==> src/rtl/itcm_loader_pkg.sv <==
// Shared types and constants for the ITCM boot-image loader.
package itcm_loader_pkg;

    localparam int LANES            = 8;
    localparam int E203_ITCM_RAM_AW = 13;
    localparam int ITCM_DEPTH       = 1 << E203_ITCM_RAM_AW;

    typedef enum logic [1:0] {
        IDLE,
        FILL,
        WRITE,
        FIN
    } state_e;

endpackage

==> src/rtl/itcm_byte_packer.sv <==
// Little-endian byte packer: lane pointer, word buffer and filled-lane mask.
module itcm_byte_packer
    import itcm_loader_pkg::*;
#(
    parameter int N_LANES = LANES
) (
    input  logic                   clk,
    input  logic                   rst_n,
    input  logic                   clr,
    input  logic                   acc,
    input  logic [7:0]             data,
    output logic [N_LANES*8-1:0]   word,
    output logic [N_LANES-1:0]     mask,
    output logic                   lane_full
);

    localparam int LW = $clog2(N_LANES);

    logic [LW-1:0] lane;

    always_ff @(posedge clk) begin
        if (!rst_n || clr) begin
            lane <= '0;
            word <= '0;
            mask <= '0;
        end else if (acc) begin
            word[lane*8 +: 8] <= data;
            mask[lane]        <= 1'b1;
            lane              <= lane + 1'b1;
        end
    end

    assign lane_full = (lane == LW'(N_LANES - 1));

endmodule

==> src/rtl/itcm_image_loader.sv <==
// Streams a byte-wide boot image into consecutive 64-bit ITCM words.
module itcm_image_loader
    import itcm_loader_pkg::*;
#(
    parameter int RAM_AW    = E203_ITCM_RAM_AW,
    parameter int RAM_DW    = 64,
    parameter int RAM_MW    = RAM_DW / 8,
    parameter int BASE_WORD = 0
) (
    input  logic              clk,
    input  logic              rst_n,
    input  logic              start,
    input  logic              byte_vld,
    output logic              byte_rdy,
    input  logic [7:0]        byte_data,
    input  logic              byte_last,
    output logic              ram_cs,
    output logic              ram_we,
    output logic [RAM_MW-1:0] ram_wem,
    output logic [RAM_AW-1:0] ram_addr,
    output logic [RAM_DW-1:0] ram_din,
    output logic              busy,
    output logic              done,
    output logic              err_ovf,
    output logic [RAM_AW:0]   word_cnt
);

    localparam logic [RAM_AW:0]   DEPTH     = {1'b1, {RAM_AW{1'b0}}};
    localparam logic [RAM_AW:0]   BASE_CNT  = (RAM_AW + 1)'(BASE_WORD);
    localparam logic [RAM_AW-1:0] BASE_ADDR = RAM_AW'(BASE_WORD);

    state_e              state;
    logic [RAM_AW-1:0]   addr;
    logic                last_pend;
    logic [RAM_DW-1:0]   pk_word;
    logic [RAM_MW-1:0]   pk_mask;
    logic                pk_full;
    logic                accept;
    logic                start_go;
    logic                at_limit;
    logic [RAM_AW:0]     cnt_inc;

    assign accept   = byte_vld & byte_rdy;
    assign start_go = start & ((state == IDLE) | (state == FIN));
    assign cnt_inc  = word_cnt + {{RAM_AW{1'b0}}, 1'b1};
    // Address space is exhausted once the next word would land past the last ITCM row.
    assign at_limit = ((word_cnt + BASE_CNT) == DEPTH);

    itcm_byte_packer #(
        .N_LANES (RAM_MW)
    ) u_packer (
        .clk       (clk),
        .rst_n     (rst_n),
        .clr       ((state == WRITE) | start_go),
        .acc       (accept),
        .data      (byte_data),
        .word      (pk_word),
        .mask      (pk_mask),
        .lane_full (pk_full)
    );

    always_ff @(posedge clk) begin
        if (!rst_n) begin
            state     <= IDLE;
            addr      <= '0;
            word_cnt  <= '0;
            last_pend <= 1'b0;
            byte_rdy  <= 1'b0;
            busy      <= 1'b0;
            done      <= 1'b0;
            err_ovf   <= 1'b0;
            ram_cs    <= 1'b0;
            ram_we    <= 1'b0;
        end else begin
            case (state)
                IDLE, FIN: begin
                    if (start) begin
                        state     <= FILL;
                        addr      <= BASE_ADDR;
                        word_cnt  <= '0;
                        last_pend <= 1'b0;
                        done      <= 1'b0;
                        err_ovf   <= 1'b0;
                        busy      <= 1'b1;
                        byte_rdy  <= (BASE_CNT != DEPTH);
                    end
                end
                FILL: begin
                    if (at_limit && byte_vld) begin
                        state    <= FIN;
                        err_ovf  <= 1'b1;
                        done     <= 1'b1;
                        busy     <= 1'b0;
                        byte_rdy <= 1'b0;
                    end else if (accept && (pk_full || byte_last)) begin
                        state     <= WRITE;
                        byte_rdy  <= 1'b0;
                        ram_cs    <= 1'b1;
                        ram_we    <= 1'b1;
                        last_pend <= byte_last;
                    end
                end
                WRITE: begin
                    ram_cs   <= 1'b0;
                    ram_we   <= 1'b0;
                    word_cnt <= cnt_inc;
                    addr     <= addr + 1'b1;
                    if (last_pend) begin
                        state <= FIN;
                        done  <= 1'b1;
                        busy  <= 1'b0;
                    end else begin
                        state    <= FILL;
                        byte_rdy <= ((cnt_inc + BASE_CNT) != DEPTH);
                    end
                end
                default: state <= IDLE;
            endcase
        end
    end

    assign ram_din  = ram_cs ? pk_word : '0;
    assign ram_wem  = ram_cs ? pk_mask : '0;
    assign ram_addr = ram_cs ? addr    : '0;

endmodule

==> config.mk <==
export PLATFORM = sky130hd
export DESIGN_NAME = itcm_image_loader
export DESIGN_NICKNAME = d
export VERILOG_FILES = /design/src/rtl/itcm_loader_pkg.sv /design/src/rtl/itcm_byte_packer.sv /design/src/rtl/itcm_image_loader.sv
export SDC_FILE = /design/constraint.sdc
export NUM_CORES = 1
export LEC_CHECK = 0
export ABC_CLOCK_PERIOD_IN_PS = 1900
export BUFFER_PORTS_ARGS = -buffer_cell sky130_fd_sc_hd__buf_2
export CELL_PAD_IN_SITES_DETAIL_PLACEMENT = 1
export CELL_PAD_IN_SITES_GLOBAL_PLACEMENT = 2
export CORE_MARGIN = 2
export CORE_UTILIZATION = 29
export CTS_BUF_LIST = sky130_fd_sc_hd__clkbuf_16
export CTS_CLUSTER_DIAMETER = 50
export DETAILED_ROUTE_END_ITERATION = 16
export PLACE_DENSITY = 0.79
export SLEW_MARGIN = 10
export SYNTH_ARGS = -nofsm -noshare
export SYNTH_HDL_FRONTEND = slang
export SYNTH_HIERARCHICAL = 1
export SYNTH_SLANG_ARGS = --single-unit
==> constraint.sdc <==
create_clock -name clk -period 1.9 [get_ports clk]
set_input_delay 0.095 -clock clk [delete_from_list [all_inputs] [get_ports clk]]
set_output_delay 0.095 -clock clk [all_outputs]
set_load 0.01 [all_outputs]
### Word level (Yosys, flattened, before mapping)

Cells that the tools add are included.

| storage, ports and cells | value |
|---|---|
| word-level logic and storage cells | 90 |
| bits of input ports | 13 |
| bits in registers | 110 |
| output and inout bits | 105 |

| operators by class | value |
|---|---|
| add/sub/neg operators | 4 |
| multiplexer cells | 34 |
| bitwise gates (word level) | 5 |
| magnitude comparators | 2 |
| shift-type cells | 2 |
| eq/ne operators | 13 |
| reductions and logical operators | 18 |

Operators by type and width:

| kind | count |
|---|---|
| bitwise mux 64 bit | 1 |
| 2-to-1 mux 64 bit | 1 |
| variable shift 8 x 34 -> 64 bit (first input constant) | 1 |
| indexed part select 8 x 34 -> 64 bit | 1 |
| negation 6 -> 34 bit | 1 |
| case mux 14 bit (2 select lines) | 1 |
| 2-to-1 mux 13 bit | 2 |
| case mux 13 bit (2 select lines) | 1 |
| adder 14 x 1 -> 14 bit (second input constant) | 1 |
| == test 14 bit (second input constant) | 1 |
| 2-to-1 mux 1 bit | 14 |
| 2-to-1 mux 14 bit | 1 |
| inequality test 14 bit (second input constant) | 1 |
| adder 13 x 1 -> 13 bit (second input constant) | 1 |
| inequality test 2 bit (second input constant) | 6 |
| AND reduction 3 bit | 4 |
| case mux 1 bit (3 select lines) | 3 |
| 2-to-1 mux 2 bit | 4 |
| 2-to-1 mux 8 bit | 1 |
| OR 8 bit | 1 |
| case mux 1 bit (2 select lines) | 3 |
| case mux 2 bit (3 select lines) | 1 |
| nonzero test 2 bit | 3 |
| == test 2 bit (second input constant) | 2 |
| other kinds (16) | 22 |

### Logic depth before layout (Yosys ltp)

Gate-level depths: netlist of the first run.

| depth | value |
|---|---|
| depth after elaboration | 6 |
| mapped depth | 10 |
| depth with buffers taken out | 7 |

### Modules after synthesis

The synthesis of the first run kept the hierarchy.

Modules (own cells, without submodules):

| module | cells an instance | area an instance (um^2) | times used | sequential area each (um^2) |
|---|---|---|---|---|
| itcm_byte_packer | 288 | 2934.1 | 1 | 1501.4 |
| itcm_image_loader | 317 | 2444.8 | 1 | 700.7 |

### Worst setup path after synthesis of the first run

Ideal clock, no wire load.

| timing path | value |
|---|---|
| path kind | reg-to-reg |
| from | reg u_packer.lane[0] |
| to | reg u_packer.word[48] |
| arrival time | 1.891 ns |
| slack | -0.131 ns |
| path buffers | 1 |
| period minus slack after synthesis | 2.031 ns |
| required time | 1.760 ns |
| stages on the path, launching flop included | 8 |
| library setup time | 0.140 ns |
| path through | dfxtp_1 > clkbuf_8 > inv_1 > ha_1 > ha_1 > nor2b_1 > o2111ai_2 > mux2i_1 |

| between the ends | value |
|---|---|
| word-level cells in the longest chain between the ends | 3 |
| elaborated cells between the ends (all ways) | 4 |
| those cells by class | add/sub: 1; shift: 2; mux: 1 |

RTL lines:

| what | line | RTL |
|---|---|---|
| from (decl) | itcm_byte_packer.sv:19 | `logic [LW-1:0] lane;` |
| from (signal assigned) | itcm_byte_packer.sv:29 | `lane <= lane + 1'b1;` |
| negation 6 -> 34 bit * | itcm_byte_packer.sv:27 | `word[lane*8 +: 8] <= data;` |
| indexed part select 8 x 34 -> 64 bit / variable shift 8 x 34 -> 64 bit (equally long branches) | itcm_byte_packer.sv:27 |  |
| bitwise mux 64 bit * | itcm_byte_packer.sv:27 |  |
| to (signal, indexed assignment) | itcm_byte_packer.sv:27 |  |
| to (decl) | itcm_byte_packer.sv:12 | `output logic [N_LANES*8-1:0] word,` |

Every way passes the cells marked *; elsewhere a longest branch is shown, timed or not.
A chain may end at the register's enable or synchronous reset.

### Worst setup path after layout of the first run

| timing path | value |
|---|---|
| from | reg word_cnt[6] |
| to | reg busy |

| between the ends | value |
|---|---|
| word-level cells in the longest chain between the ends | 4 |

RTL lines:

| what | line | RTL |
|---|---|---|
| from (decl) | itcm_image_loader.sv:25 | `output logic [RAM_AW:0] word_cnt` |
| from (signal assigned) | itcm_image_loader.sv:106 | `word_cnt <= cnt_inc;` |
| == test 14 bit | itcm_image_loader.sv:47 | `assign at_limit = ((word_cnt + BASE_CNT) == DEPTH);` |
| logical AND 1 bit | itcm_image_loader.sv:89 | `if (at_limit && byte_vld) begin` |
| inequality test 2 bit (no line) | - |  |
| AND reduction 3 bit (no line) | - |  |
| to (signal assigned) | itcm_image_loader.sv:69 | `busy <= 1'b0;` |
| to (signal assigned) | itcm_image_loader.sv:84 | `busy <= 1'b1;` |
| to (signal assigned) | itcm_image_loader.sv:93 | `busy <= 1'b0;` |
| to (decl) | itcm_image_loader.sv:22 | `output logic busy,` |

Every way passes these cells.

==> results of run 1 <==
[layout make-up]
class,instances,area [sq um],share of cell area
multi-input cells,448,3120,0.445
flip-flops and latches,110,2210,0.315
repair buffers,163,1030,0.147
well taps,229,287,0.0410
clock buffers,9,225,0.0322
clock inverters,7,82.6,0.0118
inverters,13,48.8,0.00698
[cell families after synthesis]
group           Yosys count  synth area share
xor+xnor                 12            0.0195
mux                      70             0.130
simple gates            291             0.288
fa+ha+maj                10            0.0233
buf+inv                  47            0.0407
flops                   110             0.409
compound gates           65            0.0882
[cell usage in the layout (no fill, tap or decap), drive strengths merged, types with 3 or more instances in the layout]
cell type	Yosys	routed
buf	12	162
dfxtp	110	110
nand2	107	107
and2	91	91
mux2i	69	69
nor2	33	33
inv	13	15
a21oi	13	13
o21ai	13	13
nand3	12	12
clkbuf	22	10
ha	10	10
nor2b	10	10
o211a	7	7
xor2	7	7
nand4	6	6
xnor2	5	5
a31oi	5	5
clkinv	0	5
nor3	4	4
o21a	4	4
o211ai	4	4
a21boi	4	4
nor4	4	4
nand2b	3	3
or3	3	3
and3b	3	3
and3	3	3
nor4b	3	3
[Yosys cell counts (4+ instances only)]
cell,number,area (sq um)
dfxtp_1,110,2200
nand2_1,105,394
and2_1,91,569
mux2i_1,69,691
nor2_1,33,124
clkbuf_1,19,71.3
a21oi_1,13,65.1
inv_1,13,48.8
o21ai_0,13,65.1
ha_1,10,125
nand3_1,10,50.1
nor2b_1,10,62.6
buf_2,9,45.0
o211a_1,7,70.1
xor2_1,7,61.3
nand4_1,6,37.5
a31oi_1,5,31.3
xnor2_1,5,43.8
nor3_1,4,20.0
o21a_1,4,30.0
[routing by layer]
metal | track usage | up-vias
li1 | - | 2326
met1 | 0.212 | 2342
met2 | 0.279 | 85
met3 | 0.0232 | 11
met4 | 0.0473 | 0
met5 | 0 | -
[worst min-delay path, stage by stage]
cell,delay [ns]
buf_2,0.13
nand2_1,0.06
mux2i_1,0.06
[through the flow]
step                cell area [sq um]  utilization  worst slack, ns
global route                     7000        0.387          -0.0617
CTS                              6840        0.378          -0.0146
floorplan                        5410            -          0.00430
detailed placement               6490        0.359           -0.122
finish                           7000        0.387           0.0112
global placement                 6490        0.359           0.0127
[how the worst max path moves through the flow]
stage | start | depth (start not counted) | endpoint
after floorplan | word_cnt[4]$_SDFFE_PN0P_ | 5 | busy$_SDFFE_PN0P_
after global placement | word_cnt[4]$_SDFFE_PN0P_ | 5 | busy$_SDFFE_PN0P_
after detailed placement | state[0]$_SDFFE_PN0P_ | 7 | addr[11]$_SDFFE_PN0P_
after CTS | state[0]$_SDFFE_PN0P_ | 8 | u_packer/word[26]$_SDFFE_PP0P_
after global routing | word_cnt[6]$_SDFFE_PN0P_ | 5 | busy$_SDFFE_PN0P_
final | word_cnt[6]$_SDFFE_PN0P_ | 5 | busy$_SDFFE_PN0P_
[state kept, by name (all words and copies together) (netlist names)]
register,count
u_packer/word,64
word_cnt,14
addr,13
u_packer/mask,8
u_packer/lane,3
state,2
busy,1
byte_rdy,1
done,1
err_ovf,1
last_pend,1
ram_we,1
[power by group through the flow]
stage	logic (mW)	registers [mW]	clock network [mW]
after floorplan	0.920	2.50	0
after global placement	1.37	2.52	0
after detailed placement	1.43	2.53	0
after CTS	1.45	2.47	2.00
after global routing	1.70	2.49	2.08
final	1.55	2.47	1.93
[timing repair]
item | in CTS | in global routing
pin swaps | 3 | 8
gates resized for setup | 6 | 26
setup buffers | 2 | 4
endpoints found under the hold margin | 0 | 0
cloned | 0 | 1
endpoints found under the setup margin | 23 | 86
==> flow_metrics.tcl, run 1 <==
set metrics [dict create \
    status "finished, final reports clean" \
    p_int_mw 3.92 \
    hold_depth 3 \
    seqPwrFrac 0.415 \
    timing.fmax_ghz 0.529 \
    synth_cell_types 57 \
    slowest_stage "or4_4" \
    powerDensity_mw_per_mm2 850 \
    antenna_found_initial 0 \
    switching_share 0.341 \
    cp_cell_sequence "or4_4, nor4_4, o221a_2, mux2i_1, nor2b_1" \
    placed_cells 956 \
    p_clk_frac 0.325 \
    avgSynthCellArea_sq_um 8.89 \
    final_cells 979 \
    highest_layer "met4" \
    gp_routability_congestion 0.844 \
    io_buffers 117 \
    rows 49 \
    critical_path.top_delay_family "simple AND/OR/NAND/NOR gates" \
    die_w_um 140 \
    startpoint_type "flip-flop" \
    rsz0062_at_grt "yes" \
    dieArea_sq_mm 0.0197 \
    min_from "byte_data[6]" \
    final.min_clock_period_ns 1.89 \
    synthArstFlopShare 0 \
    grt_pass1_vias 4903 \
    tritoncts "done" \
    dr_wl_met2_um 7930 \
    track_usage 0.162 \
    final_nets 768 \
    dr.pass1.iters 4 \
    cts.sinks 110 \
    num-fill-cells 2126 \
    whs_ns 0.0362 \
    worst_hold_path_type "input port to flip-flop" \
    fin_skew_ns 0.00852 \
    worst_setup_path_end_kind "flip-flop" \
    syn-num-nets 628 \
    synth_ff_type "dfxtp_1" \
    cap_violations 0 \
    total_power_mw 5.95 \
    p_leak_nw 3.38 \
    final_max_slew_viol_count 0 \
    ff2ff_setup_slack_ns 0.01 \
    wl_um 16200 \
    area_delta_synth_final_pct 30.1 \
    wl_met1_um 7530 \
    final_layout_size_suffix_gt1_frac 0.296 \
    crit_arrival_ns 2.14 \
    path_class "flip-flop to flip-flop" \
    core_area_sq_mm 0.0181 \
    ant_nets 0 \
    finalCritPeriodShare 0.994 \
    vias_per_cell 4.87 \
    start_util 0.297 \
    wl_per_cell_um 16.6 \
    slew_headroom 0.665 \
    worstReg2RegEnd "busy$_SDFFE_PN0P_" \
    die_h_um 140 \
    numCtsBuffers 9 \
    worstPathMaxFanout 5 \
    cts_hold_buf 0 \
    synth_edf_count 0 \
    netlist_instances 605 \
    crit-reg2reg-launch "word_cnt[6]$_SDFFE_PN0P_" \
    setup_viol 0 \
    wl_met3_um 594 \
    drt_iter0_drc 240 \
    clock-root-buffer "clkbuf_16" \
    ir_drop_v 0.000484 \
    worstSkewPairLatency_ns 0.36 \
    tns_ns 0 \
    max_stage_delay_ns 0.54 \
    post-route-drc-count 0 \
    grt_max_degree 75 \
    diodes 0 \
    via_count 4764 \
    hpwl_um 11900 \
    clk_pin_slew_ns 0.08 \
    cts_max_path_buffers 2 \
    worst-path-buf-inv 0 \
    ys_warn_count 6 \
    syn_area_sq_mm 0.00538 \
    p_switching_mw 2.03 \
    r2r_cells 5 \
    overflow 0 \
    critPathRequiredTime_ns 2.15 \
    hold-path-endpoint "u_packer/word[6]$_SDFFE_PP0P_" \
    hold_violations 0 \
    yosysSeqAreaShare 0.409 \
    io_pins 118 \
    ys_ff_latch 110 \
    htreeDepth 3 \
    worst_pin_slew_ns 0.503 \
    grt_pass1_wl_um 25700 \
    combPwrFrac 0.260 \
]
Note: power is estimated with default switching activity, not from simulation.
==> inputs of run 2 (changes only) <==
PLACE_DENSITY = 0.77   (was 0.79)
==> run 2 against run 1 <==
  * Critical endpoint unchanged
  * Non-clock buffer count up 6
  * Clock-buffer cell count unchanged
  * Largest power group unchanged
  * Sequential share of layout area down 0.32 points
  * Global-route usage up 0.29 points
  * Critical path depth unchanged
  * Flip-flop and latch count unchanged
  * Combinational power up 7%
  * Wire length up 1.5%
  * Sequential power about the same
==> flow_metrics.tcl, run 2 (same netlist as run 1, synthesis figures left out) <==
set metrics [dict create \
    critical_path.top_delay_family "simple AND/OR/NAND/NOR gates" \
    wl_per_cell_um 16.7 \
    via_count 4774 \
    slew_headroom 0.659 \
    grt_max_degree 52 \
    final_common_cell "buf_2" \
    hpwl_um 11800 \
    dr.pass1.iters 4 \
    worst_pin_slew_ns 0.510 \
    wl_um 16500 \
    grt_pass1_vias 5013 \
    overflow 0 \
    io_buffers 117 \
    num-fill-cells 2138 \
    crit_arrival_ns 2.11 \
    tns_ns 0 \
    io_pins 118 \
    setup_viol 0 \
    slowest_stage "or4_4" \
    cap_violations 0 \
    hold_violations 0 \
    track_usage 0.165 \
    rows 49 \
    whs_ns 0.0572 \
    drt_iter0_drc 144 \
    placed_cells 961 \
    path_class "flip-flop to flip-flop" \
    final.min_clock_period_ns 1.86 \
    tritoncts "done" \
    powerDensity_mw_per_mm2 866 \
    status "finished, final reports clean" \
    critPathRequiredTime_ns 2.14 \
    fin_skew_ns 0.0103 \
    p_leak_nw 3.43 \
    dieArea_sq_mm 0.0197 \
    die_h_um 140 \
    clk_pin_slew_ns 0.08 \
    cts_max_path_buffers 2 \
    worst_setup_path_end_kind "flip-flop" \
    final_nets 774 \
    cp_cell_sequence "or4_4, nor4_4, o221a_2, mux2i_1, nor2b_1" \
    worstSkewPairLatency_ns 0.35 \
    max_stage_delay_ns 0.55 \
    fin_area_sq_mm 0.00707 \
    rsz0062_at_grt "yes" \
    place_area_sq_mm 0.00651 \
    layout_common_cells "buf_2 (117), dfxtp_1 (107), nand2_1 (102)" \
    top_regs "u_packer/word: 64 flops, word_cnt: 14 flops, addr: 13 flops" \
    clock-root-buffer "clkbuf_16" \
    core_area_sq_mm 0.0181 \
    largest_reg_flops 64 \
    finalCritPeriodShare 0.981 \
    gp_routability_congestion 0.812 \
    htreeDepth 3 \
    grt_pass1_wl_um 26400 \
    startpoint_type "flip-flop" \
    top_register "u_packer/word" \
    vias_per_cell 4.85 \
    timing.fmax_ghz 0.536 \
    final_max_slew_viol_count 0 \
    ant_nets 0 \
    diodes 0 \
    post-route-drc-count 0 \
    final_layout_size_suffix_gt1_frac 0.296 \
    cts.sinks 110 \
    worstPathMaxFanout 4 \
    antenna_found_initial 0 \
    ff2ff_setup_slack_ns 0.04 \
    numCtsBuffers 9 \
    worst-path-buf-inv 0 \
    total_power_mw 6.12 \
    area_delta_synth_final_pct 31.4 \
    final_cells 985 \
    start_util 0.297 \
    die_w_um 140 \
    worst_hold_path_type "input port to flip-flop" \
    ir_drop_v 0.000427 \
]
run 2: cell count changes in the layout (fill, tap and decap cells not counted), sizes merged:
cell    change
buf         +6
inv         +3
clkinv      -4
bufinv      +1
run 2: worst paths after layout:
path,start,to,depth (start not counted)
worst min register to register,u_packer/word[58]$_SDFFE_PP0P_,u_packer/word[58]$_SDFFE_PP0P_,2
worst max register to register,word_cnt[4]$_SDFFE_PN0P_,busy$_SDFFE_PN0P_,5
worst max-delay path,word_cnt[4]$_SDFFE_PN0P_,busy$_SDFFE_PN0P_,5
worst min-delay path,byte_last,last_pend$_SDFFE_PN0P_,3
run 2: layout make-up:
class / instances / area (sq um) / share of cell area
timing repair buffer: 169 / 1080 / 0.153
inverter: 13 / 48.8 / 0.00690
tap: 229 / 287 / 0.0405
sequential: 110 / 2210 / 0.312
clock inverter: 7 / 90.1 / 0.0127
multi-input combinational: 448 / 3130 / 0.443
clock buffer: 9 / 225 / 0.0319
run 2: layer usage:
metal  track usage  wire length [um]  vias up
met5             0                 0        -
met4        0.0393               144        0
met3        0.0267               441        9
met2         0.282              8040       66
met1         0.219              7830     2361
li1              -                 -     2338
run 2: through the flow:
stage / worst slack [ns] / util
6_report: 0.0352 / 0.391
3_5_place_dp: -0.108 / 0.360
2_1_floorplan: 0.00430 / -
4_1_cts: 0.0106 / 0.382
3_3_place_gp: -0.0335 / 0.360
5_1_grt: -0.0609 / 0.391
run 2: power breakdown:
part | switching, mW | leakage [nW] | internal, mW
Clock | 0.961 | 0.158 | 1.06
Combinational | 1.01 | 2.38 | 0.644
Sequential | 0.0566 | 0.888 | 2.38
Total | 2.03 | 3.43 | 4.09
run 2: repair_timing:
item	CTS	global route
gates resized for setup	8	22
hold buffers	0	0
pin swaps	1	6
setup buffers	2	4
hold endpoints to repair	0	0
setup endpoints to repair	47	70
gates cloned	1	1
run 2: tightest hold or removal path: stages:
cell      delay (ns)
buf_2           0.12
nand4_1         0.08
a21boi_0        0.07
